File: src/rtl/bmp_frame_parser.sv
// BMP stream framer: forwards bytes through a single output register and tags
// header/pixel bytes, last pixel byte, signature errors and completed frames.
module bmp_frame_parser #(
    parameter int HDR_BYTES = 54,
    parameter int IMG_W     = 512,
    parameter int IMG_H     = 512,
    parameter int BPP_BYTES = 3
) (
    input  logic        clk,
    input  logic        rst,
    input  logic [7:0]  s_tdata,
    input  logic        s_tvalid,
    output logic        s_tready,
    output logic [7:0]  m_tdata,
    output logic        m_tvalid,
    input  logic        m_tready,
    output logic        m_tuser,
    output logic        m_tlast,
    output logic        sig_err,
    output logic        frame_done,
    output logic [15:0] frame_cnt
);
    localparam int PIX_BYTES   = IMG_W * IMG_H * BPP_BYTES;
    localparam int FRAME_BYTES = HDR_BYTES + PIX_BYTES;
    localparam int CNT_W       = $clog2(FRAME_BYTES);

    typedef enum logic {HDR, PIX} state_t;

    state_t             state;
    logic [CNT_W-1:0]   cnt;
    logic               run;
    logic               in_acc, out_acc, hdr_end, last_byte, bad_sig;

    // run keeps the input closed until the first edge out of reset
    assign s_tready  = run && (!m_tvalid || m_tready);
    assign in_acc    = s_tvalid && s_tready;
    assign out_acc   = m_tvalid && m_tready;
    assign hdr_end   = (cnt == CNT_W'(HDR_BYTES - 1));
    assign last_byte = (cnt == CNT_W'(FRAME_BYTES - 1));
    assign bad_sig   = ((cnt == CNT_W'(0)) && (s_tdata != 8'h42)) ||
                       ((cnt == CNT_W'(1)) && (s_tdata != 8'h4D));

    always_ff @(posedge clk) begin
        if (!rst) begin
            state      <= HDR;
            cnt        <= '0;
            run        <= 1'b0;
            m_tdata    <= 8'h00;
            m_tvalid   <= 1'b0;
            m_tuser    <= 1'b0;
            m_tlast    <= 1'b0;
            sig_err    <= 1'b0;
            frame_done <= 1'b0;
            frame_cnt  <= 16'h0000;
        end else begin
            run        <= 1'b1;
            frame_done <= out_acc && m_tlast;
            if (out_acc && m_tlast)
                frame_cnt <= frame_cnt + 16'd1;

            if (in_acc) begin
                m_tdata  <= s_tdata;
                m_tvalid <= 1'b1;
                m_tuser  <= (state == HDR);
                m_tlast  <= (state == PIX) && last_byte;
                case (state)
                    HDR: begin
                        if (bad_sig)
                            sig_err <= 1'b1;
                        cnt <= cnt + 1'b1;
                        if (hdr_end)
                            state <= PIX;
                    end
                    PIX: begin
                        if (last_byte) begin
                            cnt   <= '0;
                            state <= HDR;
                        end else begin
                            cnt <= cnt + 1'b1;
                        end
                    end
                    default: state <= HDR;
                endcase
            end else if (out_acc) begin
                m_tvalid <= 1'b0;
            end
        end
    end
endmodule

File: config.mk
export PLATFORM = sky130hd
export DESIGN_NAME = bmp_frame_parser
export DESIGN_NICKNAME = d
export VERILOG_FILES = /design/src/rtl/bmp_frame_parser.sv
export SDC_FILE = /design/constraint.sdc
export NUM_CORES = 1
export LEC_CHECK = 0
export ABC_AREA = 1
export CAP_MARGIN = 30
export CORE_MARGIN = 2
export CORE_UTILIZATION = 30
export CTS_BUF_LIST = sky130_fd_sc_hd__clkbuf_2
export CTS_CLUSTER_DIAMETER = 50
export DETAILED_ROUTE_END_ITERATION = 10
export SYNTH_ARGS = -nofsm -noshare
export SYNTH_HDL_FRONTEND = slang
export SYNTH_SLANG_ARGS = --single-unit
File: constraint.sdc
create_clock -name clk -period 2.9 [get_ports clk]
set_clock_uncertainty 0.05 [all_clocks]
set_input_delay 0.58 -clock clk [delete_from_list [all_inputs] [get_ports clk]]
set_output_delay 0.58 -clock clk [all_outputs]
set_load 0.005 [all_outputs]
# Word-level counts from Yosys, hierarchy flattened
# Index checks and enable logic that the tools add are counted.
# classes
n_addsub,2
n_mul,0
n_div,0
magnitude_cmp,0
eq_ne,5
shifts,0
mux,8
n_bitwise,1
n_reduce_logical,13
# ops
op,n
case mux 20 bit (2 select lines),1
"adder 20 x 1 -> 20 bit, second input constant",1
"== test 20 x 1 -> 1 bit, second input constant",1
"== test 20 bit, second input constant",1
"== test 20 x 6 -> 1 bit, second input constant",1
zero test 20 bit,1
two-way mux 20 bit,1
"adder 16 x 1 -> 16 bit, second input constant",1
"!= test 8 x 7 -> 1 bit, second input constant",2
logical AND 1 bit,7
two-way mux 1 bit,5
AND reduction 3 bit,1
logical OR 1 bit,2
case mux 1 bit (2 select lines),1
nonzero test 2 bit,1
zero test 1 bit,1
inverter 1 bit,1
# word_totals
regBits,51
latchBits,0
mem_bits_rw,0
mem_bits_ro,0
in_bits,12
output_inout_bits,30
wordCells,39
memories,0

# Depth between registers and ports, before layout
# Gate-level depths: netlist (run 1).
# logic_depth
ltp_word,5
ltp_mapped,9
ltp_nobuf,9

# Worst setup path after synthesis (run 1)
# No wires, ideal clock.
# synth_timing
kind,input-to-reg
startpoint,in m_tready
endpoint,reg cnt[12]
setup_ns,0.111
t_arrival_ns,1.307
required_ns,2.739
path_slack_ns,1.433
cell_stages,9
path_buffers,0
cell_sequence,inv_2 > nand2_2 > nand3_4 > nor2_4 > nand2_2 > nor2_4 > nand3_1 > nand2_1 > nor2_1
# synth_between
elab_chain_len,3
# synth_lines
item,line_no,rtl
from (decl),16,"input logic m_tready,"
logical OR 1 bit,35,assign s_tready = run && (!m_tvalid || m_tready);
logical AND 1 bit,35,
logical AND 1 bit,36,assign in_acc = s_tvalid && s_tready;
to (signal assigned),70,cnt <= cnt + 1'b1;
to (signal assigned),79,cnt <= cnt + 1'b1;
to (decl),30,logic [CNT_W-1:0] cnt;
# No other way between the ends.
# A chain may end at the register's enable or synchronous reset.

# Final worst setup path (run 1)
# layout_timing
startpoint,in m_tready
endpoint,out s_tready
# layout_between
elab_chain_len,2
# layout_lines
item,line_no,rtl
logical OR 1 bit,35,
logical AND 1 bit,35,
to (decl),13,"output logic s_tready,"
# No other way between the ends.

==> results of run 1 <==
-- synth_stat cells --
cell / n / area (um^2)
o21ai_1: 1 / 5.000
o21ai_2: 1 / 8.760
nor4_1: 2 / 12.51
o21a_1: 2 / 15.01
nor3_1: 14 / 70.07
nand3_4: 2 / 35.03
xnor2_1: 1 / 8.760
buf_2: 2 / 10.01
o21bai_1: 2 / 15.01
o211a_1: 1 / 10.01
o21ai_0: 12 / 60.06
nor2_1: 58 / 217.7
a31oi_1: 1 / 6.260
nor2_2: 3 / 18.77
nor3_4: 2 / 32.53
nand2_1: 80 / 300.3
ha_1: 4 / 50.05
nand3_2: 1 / 10.01
nand2_2: 4 / 25.02
and2_1: 1 / 6.260
a21oi_1: 21 / 105.1
buf_6: 1 / 11.26
inv_2: 3 / 11.26
nor3b_1: 1 / 7.510
a221oi_1: 1 / 8.760
dfxtp_1: 51 / 1021
nand4_1: 9 / 56.30
inv_1: 43 / 161.4
xor2_1: 6 / 52.55
buf_1: 1 / 3.750
nor2_4: 5 / 56.30
nand3_1: 26 / 130.1
and3_1: 2 / 12.51
clkbuf_1: 3 / 11.26
nand3b_1: 1 / 7.510
-- layer usage --
layer	vias up	track usage
met5	-	0
met4	0	0.04117
met3	5	0.03107
met2	51	0.2153
met1	1072	0.1655
li1	1274	-
-- power groups by stage --
stage	clock network [W]	logic (W)	registers, W
after detailed placement	0	0.0000983	0.000738
final	0.000381	0.0000970	0.000726
after global routing	0.000422	0.000110	0.000729
after global placement	0	0.0000972	0.000738
after floorplan	0	0.0000464	0.000738
after CTS	0.000400	0.0000989	0.000726
-- flip-flops by register name, indices dropped and copies added, names as in the netlist --
| register | flops |
|---|---|
| m_tuser | 1 |
| m_tdata | 8 |
| run | 1 |
| cnt | 20 |
| sig_err | 1 |
| frame_cnt | 16 |
| m_tlast | 1 |
| m_tvalid | 1 |
| state | 1 |
| frame_done | 1 |
-- stage by stage --
step / instance area [um^2] / power, W / cells / setup slack, ps
5_1_grt: 3162 / 0.001260 / 517 / 271.0
6_report: 3162 / 0.001204 / 517 / 341.2
3_5_place_dp: 3094 / 0.0008364 / 509 / 309.9
4_1_cts: 3162 / 0.001226 / 517 / 309.3
2_1_floorplan: 2574 / 0.0007843 / 368 / 1433
3_3_place_gp: 3094 / 0.0008356 / 509 / 317.2
-- worst paths after layout --
kind                endpoint  slack (ps)  cells after the start
hold / removal    m_tdata[5]         430                      2
setup / recovery    s_tready         340                      6
setup reg to reg     cnt[12]        1260                      6
hold reg to reg   m_tdata[5]         430                      2
-- critical path, cell delays in order --
cell and delay (ps):
clkdlybuf4s50_1 550, inv_2 50, nand2_2 80, inv_1 50, nor2_1 100, clkdlybuf4s50_1 520
-- cell families (layout without fill, tap and decap cells) --
kind of cell             count (synthesis)  count (layout)  synth area share
AO/OA/AOI/OAI                           42              42           0.09091
XOR/XNOR                                 7               7           0.02382
adder cells (fa/ha/maj)                  4               4           0.01945
buffers and inverters                   53              97           0.08118
flip-flops                              51              51            0.3967
AND/OR/NAND/NOR                        211             211            0.3879
-- cell type report --
class	count	area, um^2
Sequential cell	51	1021
Multi-Input combinational cell	264	1344
Fill cell	866	5096
Inverter	46	172.7
Clock buffer	5	25.02
Tap cell	105	131.4
Clock inverter	3	42.54
Timing Repair Buffer	43	425.4
==> metrics.txt, run 1 <==
outcome finished clean; layout cells sized above 1 0.07282; Via Count 2402; most frequent cells in the layout 80 x nand2_1, 58 x nor2_1, 51 x dfxtp_1; # resized after CTS 0; Max FO, Critical Path 2; RSZ-0062 raised after global routing false; final-report hold violation count 0; register area share after synthesis 0.3967; Via density 4.646; IO buf count 41; latest clock arrival within the worst-skew pair 430 ps; Startpoint Class input port; core area 0.008258 mm^2; clock-pin slew on the worst setup and hold paths 250 ps; MaxCap Viol Count 0; CTS H-Tree Depth 2; min-delay src m_tdata[5]; Mapped Avg Cell Area 6.994 um^2; # diodes 0; Setup crit start m_tready; Initial Util 0.3117; Met2 Wirelength 2.545 mm; Die ar. 0.009336 mm^2; Top Metal Used met4; first-pass detailed-route iteration total 4; CTS hold repair buffers 0; Max Clk Rate 0.3908 GHz; Synthesized Nets 384; Post-CTS Setup Inserts 0; mapped cell area 0.002574 mm^2; placed wire-length estimate 4.245 mm; Power Density 380.8 mW/mm^2; Gate power share 0.081; Max VDD drop 0.1784 mV; Nets 427; P_int 0.0009094 W; Post-DRT Antenna Nets 0; CTS tree built; grt ovf 0; global-route wire length before repair 10.26 mm; DRT iter0 DRCs 122; minimum clock period 2559 ps; Worst slew margin 0.6827; Ports 42; final period utilization 0.8824; WL per Instance 11.10 um; RR Startpoint m_tvalid; met3 WL 245 um; CTS max path bufs 2; synth warn 0; final setup fails 0; Sink Count 51; clk root buf clkbuf_2; sw power 0.0002946 W; Gate Count Post-Synth 368; vias in the first global route 2375; initial antenna violation count 0; Area Overhead vs Synth 22.85%; HP Class flop to flop; cts bufs inserted 5; Crit. End Element output pin; die span in x 96.63 um; Worst Tran Pin Value 475.2 ps; crit path kind input port to output pin; RePlAce Congestion 0.8098; WL final 5.739 mm; worst path arrival time 1930 ps; Sum Neg Setup Slack 0 ps; P_leak 1.232 nW; Synth cell types 35; sequential power share 0.603; Hold WS 434.8 ps; Final Max Slew Viols 0; post-layout util 0.3829; clock group share of total power 0.316; total track usage 0.1295; Req. time, crit path 2270 ps; DRC Markers 0; commonest non-fill, non-tap cell in the layout nand2_1; num rows 33; Metal-1 WL 2.877 mm; Die Height 96.63 um; Yosys reg bits 51; switching share of power 0.2447; largest net degree at the start of global routing 26
Power figures use the tool's default switching activity.
==> run 2, diff against run 1 <==
ABC_AREA = 0   (was 1)
MAX_ROUTING_LAYER = met4   (was not set)
==> run 2 against run 1 <==
- synthesized cell count decreased by 22%
- count of clock-buffer cells in the layout unchanged
- core utilization is 0.39 points higher
- register-to-register slack got worse by 570 ps
- sequential share of layout area up 1.7 points
- area after synthesis shrank 5.7%
- total power decreased by 2.4%
- combinational power down 7.6%
- routed wire length fell by 4.8%
- worst hold slack got worse by 16 ps
- critical path type unchanged
- design area shrank 5.0%
- critical endpoint unchanged
==> metrics.txt, run 2 <==
CTS H-Tree Depth 2; CTS tree built; die span in x 93.93 um; Synth area leaders dfxtp_1 42%, nand2_1 5.9%, a21oi_1 5.2%; Crit. End Element output pin; max reg flops 20; Setup crit start m_tready; Sum Neg Setup Slack 0 ps; Die ar. 0.008822 mm^2; commonest non-fill, non-tap cell in the layout dfxtp_1; clock group share of total power 0.311; CP max stage cell clkdlybuf4s50_1; most frequent cell after synthesis dfxtp_1; global-route wire length before repair 9.397 mm; final worst setup slack 364.0 ps; post-synth top area cell dfxtp_1; Max VDD drop 0.1742 mV; P_int 0.0008998 W; Placed Cells 423; Post-synth EDFFs 0; worst reg-to-reg setup slack 690 ps; most frequent cells in the layout 51 x dfxtp_1, 41 x clkdlybuf4s50_1, 38 x nand2_1; Synthesized Nets 303; mapped cell area 0.002426 mm^2; Power Density 391.3 mW/mm^2; latest clock arrival within the worst-skew pair 450 ps; Die Height 93.93 um; Post-synth top flop dfxtp_1; Worst Tran Pin Value 729.0 ps; Gate power share 0.076; synth warn 0; largest net degree at the start of global routing 27; DRT iter0 DRCs 117; CTS max path bufs 2; num rows 32; Area Overhead vs Synth 23.83%; minimum clock period 2536 ps; CTS hold repair buffers 0; initial antenna violation count 0; outcome finished clean; Ports 42; crit path kind input port to output pin; WL per Instance 12.71 um; cts bufs inserted 5; grt ovf 0; WL final 5.465 mm; Critical Path Sink s_tready; Mapped Avg Cell Area 8.453 um^2; Placement Setup Slack 233.0 ps; Worst Reg2Reg Path Length in Cells 4; vias in the first global route 1949; placed wire-length estimate 3.909 mm; P_leak 0.9545 nW; Worst slew margin 0.5126; Post-DRT Antenna Nets 0; total track usage 0.1350; # diodes 0; Synth top cells by count 51 x dfxtp_1, 38 x nand2_1, 25 x a21oi_1; CP most frequent cell clkdlybuf4s50_1; final setup fails 0; Nets 344; Async SR Flop Fraction 0; layout cells sized above 1 0.06402; MaxCap Viol Count 0; slowest stage delay, CP 570 ps; Yosys reg bits 51; clock-pin slew on the worst setup and hold paths 210 ps; switching share of power 0.2346; register area share after synthesis 0.4208; Largest regs cnt x20, frame_cnt x16, m_tdata x8; # resized after CTS 0; non-filler instance count after layout 430; Synth cell types 43; crit path cell chain clkdlybuf4s50_1 -> nor2b_4 -> nor2b_1 -> clkdlybuf4s50_1; first-pass detailed-route iteration total 4; sw power 0.0002758 W; Gate Count Post-Synth 287; worst path arrival time 1910 ps; DRC Markers 0; RSZ-0062 raised after global routing false; Via density 4.993; clk root buf clkbuf_2; Post-CTS Setup Inserts 0; critical path depth 4; critical path's top delay family buffers and inverters; RePlAce Congestion 0.7708; Req. time, crit path 2270 ps; Via Count 2147; Sink Count 51; final-report hold violation count 0; Startpoint Class input port; Initial Util 0.3123; sequential power share 0.613; HP Class flop to flop; crit path buf inv count 2; core area 0.007767 mm^2; Max Clk Rate 0.3943 GHz; Max FO, Critical Path 12; hold path depth 2; IO buf count 41; RR Endpoint cnt[18]; final period utilization 0.8745; RR Startpoint cnt[4]; Top reg by flops cnt; Final Max Slew Viols 0; Synth top area share 0.4208
==> run 2: logic make-up (layout without fill, tap and decap cells) <==
family	count (synthesis)	count (layout)	share of synthesized area
AOI/OAI and AO/OA	56	56	0.1470
xor gates and xnor gates	13	13	0.04693
adders and majority gates	4	4	0.02063
buffers and inverters	25	66	0.04641
DFF	51	51	0.4208
muxes	3	3	0.01238
and+or+nand+nor	135	135	0.3058
==> run 2: worst min path at each step <==
stage                from    endpoint  slack, ps
2_1_floorplan     sig_err     sig_err        400
3_3_place_gp   m_tdata[0]  m_tdata[0]        390
3_5_place_dp      sig_err     sig_err        390
4_1_cts        m_tdata[0]  m_tdata[0]        420
5_1_grt        m_tdata[6]  m_tdata[6]        440
6_report          sig_err     sig_err        420
==> run 2: worst register-to-register path, cell delays in order, from the launching register on <==
cell and delay [ps]:
dfxtp_1 500, and4_1 260, nand3_1 520, or4_4 700, a21oi_2 130
==> run 2: power by group through the flow <==
| stage | combinational [W] | clock, W | sequential (W) |
|---|---|---|---|
| 2_1_floorplan | 0.0000394 | 0 | 0.000733 |
| 3_3_place_gp | 0.0000896 | 0 | 0.000733 |
| 3_5_place_dp | 0.0000908 | 0 | 0.000733 |
| 4_1_cts | 0.0000910 | 0.000380 | 0.000720 |
| 5_1_grt | 0.0000989 | 0.000402 | 0.000723 |
| 6_report | 0.0000896 | 0.000366 | 0.000720 |
==> run 2: layer usage <==
metal | global-route usage | part of all wire | routed length (um)
met5 | - | 0 | 0
met4 | 0.03986 | 0.014 | 78
met3 | 0.02889 | 0.038 | 206
met2 | 0.2125 | 0.47 | 2574
met1 | 0.1749 | 0.48 | 2605
==> run 2: layout make-up <==
cell class,instances,area (um^2)
clock buffer,5,25.02
clock inverter,2,37.54
fill,802,4763
inverter,12,45.04
multi-input combinational,211,1292
sequential,51,1021
tap,102,127.6
timing repair buffer,47,455.4
==> run 2: stage by stage <==
stage                 util   power, W  cell area, um^2  hold slack [ps]
global route        0.3868   0.001223             3004            442.4
global placement    0.3787  0.0008225             2942            392.0
CTS                 0.3868   0.001192             3004            421.4
finish              0.3868   0.001176             3004            418.3
detailed placement  0.3787  0.0008239             2942            394.5
floorplan                -  0.0007723             2426            399.5
==> run 3, diff against run 2 <==
SKIP_LAST_GASP = 1   (was not set)
==> results of run 3 <==
Final layout, timing and power as in run 2 (identical DEF).
